`config.mk`:
```
export PLATFORM = sky130hd
export DESIGN_NAME = cnn_3d_layer_sequencer
export DESIGN_NICKNAME = d
export VERILOG_FILES = /design/src/rtl/cnn_3d_layer_sequencer.sv
export SDC_FILE = /design/constraint.sdc
export NUM_CORES = 1
export LEC_CHECK = 0
export ABC_AREA = 1
export BUFFER_PORTS_ARGS = -buffer_cell sky130_fd_sc_hd__buf_2
export CAP_MARGIN = 10
export CORE_MARGIN = 2
export CORE_UTILIZATION = 35
export CTS_CLUSTER_DIAMETER = 120
export CTS_CLUSTER_SIZE = 16
export DETAILED_ROUTE_END_ITERATION = 12
export SKIP_LAST_GASP = 1
export SLEW_MARGIN = 25
export SYNTH_ARGS = -nofsm -noshare
export SYNTH_HDL_FRONTEND = slang
export SYNTH_SLANG_ARGS = --single-unit
```
`constraint.sdc`:
```
create_clock -name clk -period 1.8 [get_ports clk]
set_clock_uncertainty 0.15 [all_clocks]
set_input_delay 0.09 -clock clk [delete_from_list [all_inputs] [get_ports clk]]
set_output_delay 0.09 -clock clk [all_outputs]
set_load 0.02 [all_outputs]
```
`src/rtl/cnn_3d_layer_sequencer.sv`:
```
// ---------------------------------------------------------------------------
// cnn_3d_layer_sequencer
//   Control FSM for the 3D CNN pipeline. For every filter it runs the conv
//   engine then the pool engine, and after the last filter it runs the FC
//   engine once. Each engine gets a one-cycle start pulse and the sequencer
//   waits for that engine's done. A per-stage watchdog moves the FSM to an
//   error state if an engine never answers.
//
// Handshake: a *_start pulse is high for exactly the first cycle of its
//   stage. The matching *_done is ignored in that first cycle and sampled on
//   every later cycle of the stage; done inputs of other engines are ignored.
//
// Ports
//   clk, reset          clock and synchronous active-high reset
//   start               run request, sampled only while idle
//   abort               cancel the current run (no effect while idle)
//   conv_done, pool_done, fc_done   engine completion inputs
//   conv_start, pool_start, fc_start  one-cycle start pulses
//   filter_idx          filter currently being processed
//   stage               0 IDLE, 1 CONV, 2 POOL, 3 FC, 4 DONE, 5 ERR
//   busy                stage is not IDLE
//   done                one-cycle completion pulse
//   error               watchdog fired; held until reset or abort
//   cycle_count         active cycles of the last/current run (saturating)
// ---------------------------------------------------------------------------
module cnn_3d_layer_sequencer #(
    parameter int NUM_FILTERS    = 3,
    parameter int TIMEOUT_CYCLES = 1024,
    parameter int FW             = $clog2(NUM_FILTERS > 1 ? NUM_FILTERS : 2)
) (
    input  logic          clk,
    input  logic          reset,
    input  logic          start,
    input  logic          abort,
    input  logic          conv_done,
    input  logic          pool_done,
    input  logic          fc_done,
    output logic          conv_start,
    output logic          pool_start,
    output logic          fc_start,
    output logic [FW-1:0] filter_idx,
    output logic [2:0]    stage,
    output logic          busy,
    output logic          done,
    output logic          error,
    output logic [31:0]   cycle_count
);

    localparam int TW = $clog2(TIMEOUT_CYCLES + 1);
    localparam logic [TW-1:0] TIMEOUT_VAL = TW'(TIMEOUT_CYCLES);
    localparam logic [FW-1:0] LAST_FILTER = FW'(NUM_FILTERS - 1);

    typedef enum logic [2:0] {
        S_IDLE = 3'd0,
        S_CONV = 3'd1,
        S_POOL = 3'd2,
        S_FC   = 3'd3,
        S_DONE = 3'd4,
        S_ERR  = 3'd5
    } state_t;

    state_t        r_state;
    logic [TW-1:0] r_timer;
    logic [FW-1:0] r_filter_idx;
    logic          r_conv_start;
    logic          r_pool_start;
    logic          r_fc_start;
    logic          r_done;
    logic          r_error;
    logic [31:0]   r_cycle_count;

    logic w_stage_done;
    logic w_done_seen;
    logic w_timeout;
    logic w_counting;

    // Only the engine that owns the current stage can end it.
    always_comb begin
        w_stage_done = 1'b0;
        case (r_state)
            S_CONV:  w_stage_done = conv_done;
            S_POOL:  w_stage_done = pool_done;
            S_FC:    w_stage_done = fc_done;
            default: w_stage_done = 1'b0;
        endcase
    end

    // The timer is zero only in the entry cycle of a stage, so a non-zero
    // timer doubles as "done may be sampled now".
    assign w_done_seen = w_stage_done && (r_timer != '0);
    assign w_timeout   = (r_timer == TIMEOUT_VAL);
    assign w_counting  = (r_state == S_CONV) || (r_state == S_POOL) ||
                         (r_state == S_FC)   || (r_state == S_DONE);

    always_ff @(posedge clk) begin
        if (reset) begin
            r_state       <= S_IDLE;
            r_timer       <= '0;
            r_filter_idx  <= '0;
            r_conv_start  <= 1'b0;
            r_pool_start  <= 1'b0;
            r_fc_start    <= 1'b0;
            r_done        <= 1'b0;
            r_error       <= 1'b0;
            r_cycle_count <= '0;
        end else begin
            r_conv_start <= 1'b0;
            r_pool_start <= 1'b0;
            r_fc_start   <= 1'b0;
            r_done       <= 1'b0;

            if (w_counting && (r_cycle_count != '1)) begin
                r_cycle_count <= r_cycle_count + 32'd1;
            end

            // Abort outranks stage done and the watchdog.
            if (abort && (r_state != S_IDLE)) begin
                r_state <= S_IDLE;
                r_error <= 1'b0;
                r_timer <= '0;
            end else begin
                case (r_state)
                    S_IDLE: begin
                        if (start) begin
                            r_state       <= S_CONV;
                            r_conv_start  <= 1'b1;
                            r_filter_idx  <= '0;
                            r_timer       <= '0;
                            r_cycle_count <= '0;
                        end
                    end
                    S_CONV: begin
                        if (w_done_seen) begin
                            r_state      <= S_POOL;
                            r_pool_start <= 1'b1;
                            r_timer      <= '0;
                        end else if (w_timeout) begin
                            r_state <= S_ERR;
                            r_error <= 1'b1;
                        end else begin
                            r_timer <= r_timer + TW'(1);
                        end
                    end
                    S_POOL: begin
                        if (w_done_seen) begin
                            r_timer <= '0;
                            if (r_filter_idx != LAST_FILTER) begin
                                r_state      <= S_CONV;
                                r_conv_start <= 1'b1;
                                r_filter_idx <= r_filter_idx + FW'(1);
                            end else begin
                                r_state    <= S_FC;
                                r_fc_start <= 1'b1;
                            end
                        end else if (w_timeout) begin
                            r_state <= S_ERR;
                            r_error <= 1'b1;
                        end else begin
                            r_timer <= r_timer + TW'(1);
                        end
                    end
                    S_FC: begin
                        if (w_done_seen) begin
                            r_state <= S_DONE;
                            r_done  <= 1'b1;
                            r_timer <= '0;
                        end else if (w_timeout) begin
                            r_state <= S_ERR;
                            r_error <= 1'b1;
                        end else begin
                            r_timer <= r_timer + TW'(1);
                        end
                    end
                    S_DONE: begin
                        r_state <= S_IDLE;
                    end
                    S_ERR: begin
                        r_state <= S_ERR;
                    end
                    default: begin
                        r_state <= S_IDLE;
                    end
                endcase
            end
        end
    end

    assign conv_start  = r_conv_start;
    assign pool_start  = r_pool_start;
    assign fc_start    = r_fc_start;
    assign filter_idx  = r_filter_idx;
    assign stage       = r_state;
    assign busy        = (r_state != S_IDLE);
    assign done        = r_done;
    assign error       = r_error;
    assign cycle_count = r_cycle_count;

endmodule
```
==> impl_metrics.toml <==
[worst_setup_path]
max_stage_delay_ns = 0.38
crit_chain = "ha_4 -> inv_4 -> nor2_4 -> nand2_2 -> nor2_4 -> nand2_2 -> nand2_4 -> buf_12 -> nor2_2 -> nand3_1 -> nand2_1 -> nor2_1"
cp.required_ns = 1.87
cp_slowest_cell = "dfxtp_4"
crit_family = "simple AND/OR/NAND/NOR gates"
end_kind = "flop"
crit_buf_inv = 2
cp_max_fo = 10
cp-startpoint = "cycle_count[0]$_SDFF_PP0_"
setup.worst_path.start_class = "flop"
timing.rr.start = "cycle_count[0]$_SDFF_PP0_"
critical_path_class = "flop to flop"
critical_path_arrival_ns = 1.77

[power]
intPower_mw = 1.77
power_density_nw_per_um2 = 565
p_comb_frac = 0.142
switching_share = 0.267
p_sw_mw = 0.643
peakVddDrop_v = 0.000277
power.leakage_nw = 1.80
seq_power_share = 0.500
p_clk_frac = 0.359

[layout]
num_antenna_cells = 0
n_fill_cell = 902
area_delta_synth_final_pct = 33.1
postLayoutCoreUtil = 0.485
drive_gt1_frac = 0.292
design_area_um2 = 4270
nets = 634

[global_route]
antenna_found_initial = 0
grt_pass1_wl_um = 15300
grt_max_degree = 24
grt_pass1_vias = 3354
grt_use_total = 0.189
gr-total-overflow = 0

[logic_synthesis]
yosys-top-cells-area = "dfxtp_1, nand2_1, nor2_1"
async_flop_share = 0
netlist-cell-type-count = 34
syn_nets = 532
synth_warnings = 0
synth_top_area_frac = 0.331
postSynthCellCount = 521
syn_area_um2 = 3210
syn_avg_cell_area_um2 = 6.16
ys_seq_area_frac = 0.331
synth_edf_count = 0
yosys.area.top_type = "dfxtp_1"
ys_ff_latch = 53
synth-main-ff-cell = "dfxtp_1"

[floorplanning]
coreArea_um2 = 8810
pin_count = 50
fp.dieW_um = 99.7
start_util = 0.364
die_height_um = 99.7
dieArea_um2 = 9940
rows = 34

[clocking]
cts_tree = "built"
ctsRootBufferMaster = "clkbuf_8"
cts_num_sinks = 53
clkLatencyLatePin_ns = 0.32
clockBufferDepth = 2
htree_levels = 2
clkTransAtPathRegs_ns = 0.10
cts_buffers = 5

[sta]
drv_slew = 0
rsz0062_at_grt = "true"
finalCriticalPeriod_ns = 1.71
slew_headroom = 0.732
post-route-period-util = 0.949
tns_ns = 0
max_freq_ghz = 0.586
worst_slew_pin_slew_ns = 0.398
finalHoldViolations = 0
setup_viol = 0

[detailed_routing]
drt_drc_violations_left = 0
wl_um = 9090
routed_via_density = 4.86
detail_route.iter0.violations = 130
ant_nets = 0
post_drt_wl_per_cell_um = 12.4
firstDrtPassIters = 5
vias = 3559

[worst_hold_path]
hp-start = "abort"
hold_path.class = "input port to flop"

[flow_run]
cap_viol_max_count = 0

[place]
gp_congestion = 0.879
hpwl_um = 7030
io_buffers = 49
dpl_cell_area_um2 = 3930

[outcome]
status = "finished, final reports clean"
power groups by stage:
| stage | clock (mW) | combinational, mW | sequential (mW) |
|---|---|---|---|
| CTS | 0.895 | 0.314 | 1.21 |
| global route | 0.937 | 0.379 | 1.21 |
| detailed placement | 0 | 0.309 | 1.23 |
| floorplan | 0 | 0.188 | 1.25 |
| finish | 0.865 | 0.342 | 1.20 |
| global placement | 0 | 0.306 | 1.23 |
cells in the mapped netlist (3+ instances only):
cell	number
nor2_1	94
xnor2_1	5
nor2_4	3
xor2_1	6
nor2_2	5
inv_1	49
o21ai_1	9
nand2_1	158
nand4_1	12
ha_1	4
dfxtp_1	53
nand2_2	6
nor3_1	11
a21oi_1	34
nand3b_1	4
nand3_1	32
inv_2	5
o21ai_0	6
buf_2	4
kinds of logic (layout without fill, tap and decap cells):
kind of cell,after synthesis,in the layout,share of synthesized area
adders and majority gates,4,4,0.0156
AOI/OAI and AO/OA,54,54,0.0882
buffers and inverters,64,167,0.0835
DFF,53,53,0.331
and+or+nand+nor,335,335,0.452
xor gates and xnor gates,11,11,0.0300
layer usage:
metal | vias up | track usage | wire, µm
met5 | - | 0 | 0
li1 | 1862 | - | -
met3 | 10 | 0.0337 | 356
met1 | 1620 | 0.242 | 4290
met4 | 0 | 0.0464 | 103
met2 | 67 | 0.330 | 4340
final timing paths:
path              depth (start not counted)  slack (ns)                         end
setup reg to reg                         12        0.09  cycle_count[28]$_SDFF_PP0_
hold / removal                            6        0.07     r_timer[1]$_SDFFE_PP0P_
hold reg to reg                           2        0.30          error$_SDFFE_PP0P_
setup / recovery                         12        0.09  cycle_count[28]$_SDFF_PP0_
worst reg2reg max path, cell delays in order, from the launching register on:
cell	delay, ns
dfxtp_4	0.38
ha_4	0.18
inv_4	0.07
nor2_4	0.04
nand2_2	0.08
nor2_4	0.04
nand2_2	0.09
nand2_4	0.09
buf_12	0.16
nor2_2	0.16
nand3_1	0.09
nand2_1	0.07
nor2_1	0.04
through the flow:
stage                     worst slack (ns)  hold WS (ns)  power, mW  instances
after detailed placement           -0.0373         0.140       1.54        718
after CTS                          -0.0162        0.0647       2.41        728
after global placement           -0.000159         0.137       1.54        718
final                               0.0923        0.0661       2.41        732
after global routing               -0.0755        0.0932       2.52        732
after floorplan                     0.0149        0.0124       1.43        521
registers in the layout (all words and copies together) (netlist names), 2 cells and up:
signal / count
cycle_count: 32
r_timer: 11
stage: 3
filter_idx: 2
repair_timing:
item	in CTS	in global routing
setup buffers	0	4
setup endpoints to repair	3	37
hold buffers	2	0
gates resized for setup	2	55
endpoints found under the hold margin	4	0
pin swaps	0	10
layout make-up:
cell class / instances / area, µm² / share of cell area
well taps: 108 / 135 / 0.0317
multi-input cells: 404 / 2010 / 0.470
inverters: 54 / 210 / 0.0493
clock inverters: 2 / 36.3 / 0.00850
repair buffers: 105 / 707 / 0.166
clock buffers: 6 / 82.6 / 0.0193
flip-flops and latches: 53 / 1090 / 0.256
cell usage in the layout (no fill, tap or decap), types with 2 or more instances in the layout:
cell type,n
inv_4,2
nand2_4,3
nand2_1,154
xnor2_1,5
nor2_4,6
o21ai_2,2
nand2_2,8
nor3_2,3
nand3b_1,4
nor2_1,80
inv_2,3
ha_1,2
clkbuf_8,6
dfxtp_2,15
o21ai_0,6
o21bai_1,2
a21oi_1,33
nor4_1,2
dlygate4sd3_1,2
nand3_1,29
nand4_1,12
nor3_1,9
buf_6,3
buf_4,49
o21ai_1,7
xor2_1,6
buf_12,2
buf_2,49
nor2_2,16
dfxtp_1,35
nand3_2,4
dfxtp_4,3
inv_1,49
(Power assumes the default switching activity.)
